==> src/rtl/four_to_two_encoder_hs.sv <==
// Registered 4-to-2 priority encoder with sticky pending requests and a
// valid/ack output handshake; bit 3 is the highest priority.
module four_to_two_encoder_hs (
  input  logic clk,
  input  logic rst_n,
  input  logic en,
  input  logic d0,
  input  logic d1,
  input  logic d2,
  input  logic d3,
  input  logic ack,
  output logic a0,
  output logic a1,
  output logic valid,
  output logic more
);

  typedef enum logic {EMPTY = 1'b0, FULL = 1'b1} state_t;

  state_t      state_q, state_d;
  logic [3:0]  pend_q, pend_d;
  logic [1:0]  idx_q, idx_d;
  logic        more_q, more_d;
  logic [3:0]  req, comb;
  logic [1:0]  pick;
  logic        load;

  always_ff @(posedge clk) begin
    if (!rst_n) begin
      state_q <= EMPTY;
      pend_q  <= 4'b0000;
      idx_q   <= 2'b00;
      more_q  <= 1'b0;
    end else begin
      state_q <= state_d;
      pend_q  <= pend_d;
      idx_q   <= idx_d;
      more_q  <= more_d;
    end
  end

  always_comb begin
    req     = en ? {d3, d2, d1, d0} : 4'b0000;
    comb    = pend_q | req;
    load    = (state_q == EMPTY) || ack;
    pick    = 2'd0;
    if      (comb[3]) pick = 2'd3;
    else if (comb[2]) pick = 2'd2;
    else if (comb[1]) pick = 2'd1;

    state_d = state_q;
    idx_d   = idx_q;
    // While the output is held, new requests simply accumulate.
    pend_d  = comb;
    if (load) begin
      if (comb != 4'b0000) begin
        state_d = FULL;
        idx_d   = pick;
        pend_d  = comb & ~(4'b0001 << pick);
      end else begin
        state_d = EMPTY;
        pend_d  = 4'b0000;
      end
    end
    more_d  = |pend_d;
  end

  assign a0    = idx_q[0];
  assign a1    = idx_q[1];
  assign valid = (state_q == FULL);
  assign more  = more_q;

endmodule

==> config.mk <==
export PLATFORM = sky130hd
export DESIGN_NAME = four_to_two_encoder_hs
export DESIGN_NICKNAME = d
export VERILOG_FILES = /design/src/rtl/four_to_two_encoder_hs.sv
export SDC_FILE = /design/constraint.sdc
export NUM_CORES = 1
export LEC_CHECK = 0
export ABC_AREA = 1
export BUFFER_PORTS_ARGS = -buffer_cell sky130_fd_sc_hd__buf_2
export CORE_AREA = 2 2 39 41
export DETAILED_ROUTE_END_ITERATION = 8
export DIE_AREA = 0 0 41 43
export HOLD_SLACK_MARGIN = 0.05
export MAX_ROUTING_LAYER = met4
export PLACE_DENSITY = 0.48
export SLEW_MARGIN = 20
export SYNTH_ARGS = -nofsm -noshare
export SYNTH_HDL_FRONTEND = slang
export SYNTH_SLANG_ARGS = --single-unit
==> constraint.sdc <==
create_clock -name clk -period 1.3 [get_ports clk]
set_input_delay 0 -clock clk [delete_from_list [all_inputs] [get_ports clk]]
set_output_delay 0 -clock clk [all_outputs]
set_load 0.03 [all_outputs]
[After elaboration in Yosys (flattened, before gate mapping)]
Cells that the tools add are included.
Word-level totals
  output and inout port bits: 4
  bits in registers: 8
  logic and storage cells: 20
  bits of input ports: 8
Operators by class
  mux-type cells: 7
  bitwise operators: 4
  shifts and indexed selects: 1
  reductions and logical operators: 4
Operator list (number)
  $mux W4: 3
  $and A4 B4 Y4: 1
  $mux W2: 2
  $not A4 Y4: 1
  $or A4 B4 Y4: 1
  $reduce_bool A4 Y1: 1
  $reduce_or A4 Y1: 1
  $shl A1 B2 Y4 const A: 1
  $mux W1: 2
  $reduce_and A2 Y1: 1
  $logic_or A1 B1 Y1: 1
  $not A1 Y1: 1

[Depth between registers and ports, before layout]
Gate-level depths: netlist of the first run.
  depth after elaboration: 11
  gate-level depth with buffers: 8
  mapped depth without buffers: 8

[Worst setup path after synthesis of the first run]
OpenSTA, ideal clock, no wires.
  path type: reg-to-reg
  from: reg state_q, in the netlist valid
  to: reg more_q, in the netlist more
  path slack: 0.251 ns
  stages on the path, launching flop included: 7
  data arrival time: 0.987 ns
  period minus slack after synthesis: 1.049 ns
  cell sequence: dfxtp_1 nand2_1 nand3_1 nand2_1 nand2_1 nand2_1 nand3_1
Between the ends
  longest elaborated chain between the ends: 4
RTL lines
  start: declaration: RTL line 20  | state_t state_q, state_d;
  start signal: assignment: RTL line 35  | state_q <= state_d;
  $not A1 Y1: RTL line 45  | load = (state_q == EMPTY) || ack;
  $logic_or A1 B1 Y1: RTL line 45
  $mux W4: RTL line 55  | if (load) begin
  $reduce_or A4 Y1: RTL line 65  | more_d = |pend_d;
  end signal: assignment: RTL line 38  | more_q <= more_d;
  end: declaration: RTL line 23  | logic more_q, more_d;
No other way between the ends.
A chain may end at the register's enable or synchronous reset.

[Final worst setup path of the first run]
  from: reg state_q, in the netlist valid
  to: reg idx_q[0]
Between the ends
  longest elaborated chain between the ends: 3
RTL lines
  $not A1 Y1: RTL line 45
  $logic_or A1 B1 Y1: RTL line 45
  $reduce_and A2 Y1 (no source line)
  end signal: assignment: RTL line 37  | idx_q <= idx_d;
  end: declaration: RTL line 22  | logic [1:0] idx_q, idx_d;
No other way between the ends.

==> results of run 1 <==
per-layer routing:
| layer | vias to the layer above | track usage, % | share of wire (%) |
|---|---|---|---|
| met4 | 0 | 12.0 | 1.9 |
| met1 | 145 | 9.06 | 42 |
| met2 | 8 | 15.3 | 50 |
| li1 | 190 | - | - |
| met3 | 2 | 3.14 | 5.5 |
| met5 | - | - | 0 |
registers in the layout, summed over array words and instances, names as in the netlist:
register / count
idx_q: 2
pend_q: 4
more: 1
valid: 1
what timing repair did:
action,4_1_cts,5_1_grt
hold buffers,1,0
endpoints found under the setup margin,0,0
endpoints found under the hold margin,3,0
gates resized for setup,0,0
cell usage after synthesis:
library cell	n
o21ai_0	1
nor2_2	1
nand2_1	13
inv_1	9
nor2_1	6
a31oi_1	1
nand3_1	5
nor2_4	1
dfxtp_1	8
a21oi_1	3
nand2_2	4
cells in the final DEF (no fill, tap or decap), types with 3 or more instances in the layout:
| master | count |
|---|---|
| buf_2 | 11 |
| nand3_1 | 5 |
| nand2_2 | 4 |
| a21oi_1 | 3 |
| nand2_1 | 13 |
| nor2_1 | 6 |
| dfxtp_1 | 8 |
| clkbuf_4 | 3 |
| inv_1 | 9 |
critical path, stage by stage (launching register included):
cell     delay (ns)
dfxtp_1        0.32
nand2_1        0.17
nand3_1        0.12
nor2_1         0.13
nand2_1        0.06
nand2_1        0.05
nor2_1         0.03
cells by family (layout without fill, tap and decap cells):
family | Yosys count | count (layout) | synth area share [%]
DFF | 8 | 8 | 44.6
AOI/OAI and AO/OA | 5 | 5 | 7.32
buffers and inverters | 9 | 24 | 9.41
and+or+nand+nor | 30 | 30 | 38.7
report_power, final:
part / internal, W / switching [W]
Clock: 0.000105 / 0.0000818
Combinational: 0.0000481 / 0.0000920
Sequential: 0.000267 / 0.00000737
final cells by class:
type | count | area [sq um] | share of cell area (%)
tap | 16 | 20.0 | 4.29
sequential | 8 | 160 | 34.3
inverter | 9 | 33.8 | 7.24
timing repair buffer | 12 | 65.1 | 13.9
multi-input combinational | 35 | 165 | 35.4
clock buffer | 3 | 22.5 | 4.83
per-stage QoR:
stage / hold WS [ns] / total power [W] / setup slack, ns / cell area (sq um) / instances
after CTS: 0.0521 / 0.000623 / 0.304 / 467 / 83
final: 0.0561 / 0.000602 / 0.313 / 467 / 83
after global routing: 0.0594 / 0.000649 / 0.217 / 467 / 83
after global placement: 0.271 / 0.000419 / 0.321 / 434 / 79
after detailed placement: 0.281 / 0.000419 / 0.313 / 434 / 79
after floorplan: 0.113 / 0.000379 / 0.251 / 359 / 52
path summary, 6_finish.rpt:
kind | end | slack (ns) | cells past startpoint | start
min reg2reg | idx_q[1] | 0.48 | 2 | idx_q[1]
max | idx_q[0] | 0.31 | 6 | valid
max reg2reg | idx_q[0] | 0.31 | 6 | valid
min | pend_q[3] | 0.06 | 4 | ack
==> metrics, run 1 <==
Worst Tran Pin Value=0.189 ns; Die Ht=43 um; pin count of the biggest net entering global routing=7; worst clock skew=approximately 0.0020 ns; First-pass DRT Iterations=1; GP Congestion=0.658; Routed Antenna Nets=0; WP data required=1.44 ns; Mapped Cells=52; row count=14; top cells by area, synth=dfxtp_1 (45%), nand2_1 (14%), inv_1 (9.4%), nand2_2 (7.0%), nand3_1 (7.0%); proportion of layout cells with a drive suffix above 1=between 20 and 30%; CTS tree=built; total track usage=10.4%; PortBufs=11; Clk pin slew, worst setup/hold paths=0.05 ns; Boundary Pins=12; Num CTS Buffers=3; post-detail-place hpwl=597 um; synth-to-layout area growth=30.0%; first-pass GRT wire length=1100 um; Relative slew margins=87.4%; H-tree Lvls=1; CP Capture Type=flop; ant diodes=0; setup TNS=0 ns; VDD IR max=0.328 mV; Tcrit/Tclk final=around three quarters; syn_nets=60; Hold Path Class=input pin to flop; Max-Cap Viols=0; top cell type's share of synthesized area=approximately 45%; Critical Path Fanout Max=6; full die area=0.00176 sq mm; sequential share of the synthesized area=44.6%; Residual DRC=0; static leakage=around 0.26 nW; total grt overflow=0; nature of the critical path startpoint=flop; clock buffer depth=2; Avg WL per Cell=8.93 um; Nets=77; RSZ-0062 raised after global routing=false; vias in the first global route=307; # Post-CTS Setup Buffers=0; #FFs+latches synth=8; Initial Util=25.9%; clock root cell=clkbuf_4; P per Cell Area=1290 mW/mm^2; Util after Layout=between 30% and 40%; worst skew pair latency=between 0.2 and 0.3 ns; Ys Warns=0; Max Fclk=1.01 GHz; total number of vias=345; Avg Inst Size Synth=around 6.9 sq um; Core Area=0.00138 sq mm; Final Max Slew Viols=0; initial antenna violation count=0; Final Hold Viols=0; Post-Syn Area=approximately 360 sq um; library cells used by synthesis=11; Final Routed Wirelength=741 um; Data arrival, critical path=1.13 ns; via/cell ratio=4.16; Final setup viols=0; status=finished clean; # fillers=170; Synth area leader=dfxtp_1; DIE WIDTH=41 um; crit path kind=flop to flop; min Tclk post-route=0.987 ns; clk sink count=8; initial drt markers=0
(Power assumes the default switching activity.)
==> run 2: changes to the inputs <==
PLACE_DENSITY = 0.5   (was 0.48)
clock period = 0.8 ns   (was 1.3 ns; I/O delays follow)
==> metrics, run 2 (synthesis results as in run 1) <==
Clk pin slew, worst setup/hold paths=0.06 ns; PortBufs=11; CTS tree=built; full die area=0.00176 sq mm; initial antenna violation count=0; min Tclk post-route=0.965 ns; DIE WIDTH=41 um; Final Hold Viols=0; pin count of the biggest net entering global routing=6; synth-to-layout area growth=66.2%; Critical Path Fanout Max=4; Worst Tran Pin Value=around 0.16 ns; row count=14; Avg WL per Cell=8.56 um; clk sink count=8; Met2 Routed Length=363 um; first-pass GRT wire length=1400 um; ant diodes=0; # fillers=around 150; commonest cells after routing, fill and taps aside=nand2_1 (11), inv_1 (8), buf_2 (8), nor2_1 (5), dfxtp_1 (5); crit path kind=flop to flop; status=complete, but fails checks; max reg flops=4; H-tree Lvls=1; failing checks=negative setup slack; Relative slew margins=89.6%; Final setup viols=7; WL met1=354 um; CP Capture Type=flop; nature of the critical path startpoint=flop; Data arrival, critical path=1.12 ns; setup TNS=-0.738 ns; initial drt markers=8; clock buffer depth=2; post-detail-place hpwl=604 um; proportion of layout cells with a drive suffix above 1=48.0%; commonest non-fill, non-tap cell in the layout=nand2_1; pre-CTS setup slack=-0.144 ns; Num CTS Buffers=3; total number of vias=393; total track usage=12.3%; Final Routed Wirelength=779 um; static leakage=0.313 nW; met3 routed WL=57 um; vias in the first global route=358; First-pass DRT Iterations=4; largest reg by FF count=pend_q; Routed Antenna Nets=0; GP Congestion=0.729; largest registers=pend_q: 4 flops, idx_q: 2 flops; Final Max Slew Viols=0; VDD IR max=1.06 mV; worst clock skew=~0.0092 ns; via/cell ratio=around 4.3; Die Ht=43 um; setup slack after layout=-0.165 ns; P per Cell Area=1870 mW/mm^2; total grt overflow=0; clock root cell=clkbuf_4; RSZ-0062 raised after global routing=true; Initial Util=around a quarter; Boundary Pins=12; Max Fclk=slightly above 1 GHz; WP data required=0.96 ns; max layer used=met4; Tcrit/Tclk final=121%; worst hold slack=0.0603 ns; Core Area=between 0.001 and 0.0015 sq mm; # Post-CTS Setup Buffers=0; Nets=84; worst skew pair latency=roughly 0.26 ns; Hold Path Class=input pin to flop; Max-Cap Viols=0; Residual DRC=0
-- run 2: cell types whose count changed in the layout (fill, tap and decap cells not counted), sizes merged --
cell,previous run,this run
buf,11,16
clkbuf,3,4
dlygate4sd3,1,3
-- run 2: repair_timing --
action	4_1_cts	5_1_grt
pin swaps	1	2
hold buffers	3	0
endpoints found under the setup margin	8	10
endpoints found under the hold margin	4	0
gates resized for setup	6	10
-- run 2: power breakdown --
group | total, W | internal [W] | switching, W
Combinational | 0.000319 | 0.000141 | 0.000178
Clock | 0.000344 | 0.000192 | 0.000152
Sequential | 0.000453 | 0.000435 | 0.0000179
-- run 2: metrics by stage --
step | cell area [sq um] | total power [W] | utilization (%) | cells
floorplan | 383 | 0.000638 | - | 52
global placement | 495 | 0.000731 | 35.8 | 84
detailed placement | 495 | 0.000732 | 35.8 | 84
CTS | 574 | 0.00111 | 41.5 | 91
global route | 597 | 0.00119 | 43.1 | 91
finish | 597 | 0.00112 | 43.1 | 91
-- run 2: path summary, 6_finish.rpt --
check / from / to / slack, ns / cells after the start
worst min-delay path: ack / pend_q[3] / 0.06 / 4
worst max-delay path: pend_q[3] / idx_q[1] / -0.16 / 6
worst min register to register: idx_q[1] / idx_q[1] / 0.47 / 2
worst max register to register: pend_q[3] / idx_q[1] / -0.16 / 6
-- run 2: layout make-up --
class | instances | area, sq um | area share, %
Clock buffer | 4 | 26.3 | 4.40
Inverter | 9 | 33.8 | 5.66
Multi-Input combinational cell | 35 | 205 | 34.4
Sequential cell | 8 | 166 | 27.9
Tap cell | 16 | 20.0 | 3.35
Timing Repair Buffer | 19 | 145 | 24.3
-- run 2: per-layer routing --
layer	GRT usage [%]	vias up
met5	-	-
met4	4.00	0
met3	7.85	2
met2	15.9	12
met1	15.3	173
li1	-	206
-- run 2: worst max-delay path, stage by stage, from the launching register on --
cell     delay [ns]
dfxtp_2        0.32
inv_2          0.07
nand2_4        0.05
nor2_4         0.14
nand2_1        0.10
o21ai_1        0.13
nor2_1         0.05
==> run 3: changes to the inputs <==
CELL_PAD_IN_SITES_DETAIL_PLACEMENT = 2   (was default)
CELL_PAD_IN_SITES_GLOBAL_PLACEMENT = 2   (was default)
CORE_AREA = default   (was 2 2 39 41)
CORE_MARGIN = 1.5   (was default)
CORE_UTILIZATION = 21   (was default)
DIE_AREA = default   (was 0 0 41 43)
PLACE_DENSITY = 0.68   (was 0.5)
==> metrics, run 3 (synthesis results as in run 1) <==
status=complete, but fails checks; failing checks=negative setup slack; first-pass GRT wire length=2070 um; vias in the first global route=461; Avg WL per Cell=around 13 um; clock root cell=clkbuf_4; Worst Hold End=idx_q[0]; post-detail-place hpwl=807 um; Clk pin slew, worst setup/hold paths=0.06 ns; synth-to-layout area growth=66.6%; origin of the worst min-delay path=rst_n; via/cell ratio=4.51; critical path's most frequent cell=nand2_2; CP delay by family, top=simple AND/OR/NAND/NOR gates; CP max-delay cell=dfxtp_2; Relative slew margins=88.5%; commonest non-fill, non-tap cell in the layout=nand2_1; CP Capture Type=flop; r2r endpoint=idx_q[1]; Nets=84; worst hold slack=roughly 0.026 ns; row count=14; Worst Tran Pin Value=0.172 ns; Boundary Pins=12; Critical Path Fanout Max=4; static leakage=around 0.32 nW; ant diodes=0; Cell Chain, Critical Path=inv_2, nand2_2, nor2_4, nand2_2, a21oi_2, nor2_1; initial drt markers=2; VDD IR max=around 0.88 mV; Util after Layout=38.4%; nature of the critical path startpoint=flop; setup slack after layout=-0.228 ns; largest reg by FF count=pend_q; Hold Path Class=input pin to flop; Final Non-Filler Cells=91; Initial Util=between 20% and 30%; P per Cell Area=a little under 2000 mW/mm^2; FF-to-FF setup slack=-0.23 ns; Max-Cap Viols=0; CTS tree=built; Final Routed Wirelength=1150 um; Routed Antenna Nets=0; setup TNS=-1.07 ns; min Tclk post-route=approximately 1.0 ns; Final setup viols=7; worst clock skew=0.0128 ns; initial antenna violation count=0; reg2reg path depth=6; clk sink count=8; Tcrit/Tclk final=129%; proportion of layout cells with a drive suffix above 1=a little under 60%; PortBufs=11; commonest cells after routing, fill and taps aside=nand2_1 (9), buf_2 (8), buf_4 (7); First-pass DRT Iterations=5; Residual DRC=0; Data arrival, critical path=1.17 ns; RSZ-0062 raised after global routing=true; Num CTS Buffers=3; crit path kind=flop to flop; placed cells=84; worst hold stages=3; Die Ht=44.4 um; WP data required=0.94 ns; DIE WIDTH=44.4 um; H-tree Lvls=1; total number of vias=410; total grt overflow=0; total track usage=16.0%; CP peak stage delay=0.32 ns; GP Congestion=0.744; Final Hold Viols=0; Max Fclk=between 0.9 and 1 GHz; Core Area=0.00156 sq mm; worst skew pair latency=~0.26 ns; r2r startpoint=pend_q[2]; pin count of the biggest net entering global routing=6; Final Max Slew Viols=0; largest registers=pend_q: 4 flops, idx_q: 2 flops; max reg flops=4; full die area=0.00197 sq mm; clock buffer depth=2; CP bufs+invs=1
run 3: how the worst max path moves through the flow:
stage | startpoint | to | slack (ns) | cells past startpoint
CTS | pend_q[2] | idx_q[0] | -0.21 | 7
global placement | pend_q[3] | more | -0.15 | 6
global route | pend_q[2] | idx_q[0] | -0.29 | 7
finish | pend_q[2] | idx_q[1] | -0.23 | 6
floorplan | pend_q[3] | idx_q[0] | -0.08 | 6
detailed placement | pend_q[3] | more | -0.18 | 6
run 3: timing repair:
item,in CTS,in global routing
endpoints found under the setup margin,10,11
setup buffers,2,1
gates resized for setup,13,7
hold endpoints to repair,4,3
pin swaps,8,5
run 3: area by class of cell:
class / instances / area [sq um]
well taps: 16 / 20.0
clock buffers: 4 / 26.3
multi-input cells: 35 / 213
flip-flops and latches: 8 / 168
repair buffers: 19 / 138
inverters: 9 / 33.8
fillers: 197 / 961
run 3: worst reg2reg max path, cell delays in order (launching register included):
cell and delay (ns):
dfxtp_2 0.32, inv_2 0.04, nand2_2 0.07, nor2_4 0.18, nand2_2 0.11, a21oi_2 0.14
nor2_1 0.04
run 3: metrics by stage:
step	power, W	setup WS [ns]	cell area [sq um]
3_3_place_gp	0.000735	-0.153	495
2_1_floorplan	0.000638	-0.0783	383
3_5_place_dp	0.000744	-0.179	495
4_1_cts	0.00116	-0.212	574
6_report	0.00116	-0.228	598
5_1_grt	0.00124	-0.290	598
run 3: power breakdown:
| part | internal, W | total [W] | switching [W] | leakage, nW |
|---|---|---|---|---|
| combinational | 0.000157 | 0.000353 | 0.000197 | 0.234 |
| sequential | 0.000436 | 0.000461 | 0.0000249 | 0.0677 |
| clock | 0.000192 | 0.000343 | 0.000151 | 0.0150 |
| total | 0.000784 | 0.00116 | 0.000373 | 0.316 |
run 3: per-layer routing:
metal  track usage [%]  wire, um
met3              7.35        53
met5                 -         0
met2              25.9       647
met4              7.27         9
met1              16.4       438
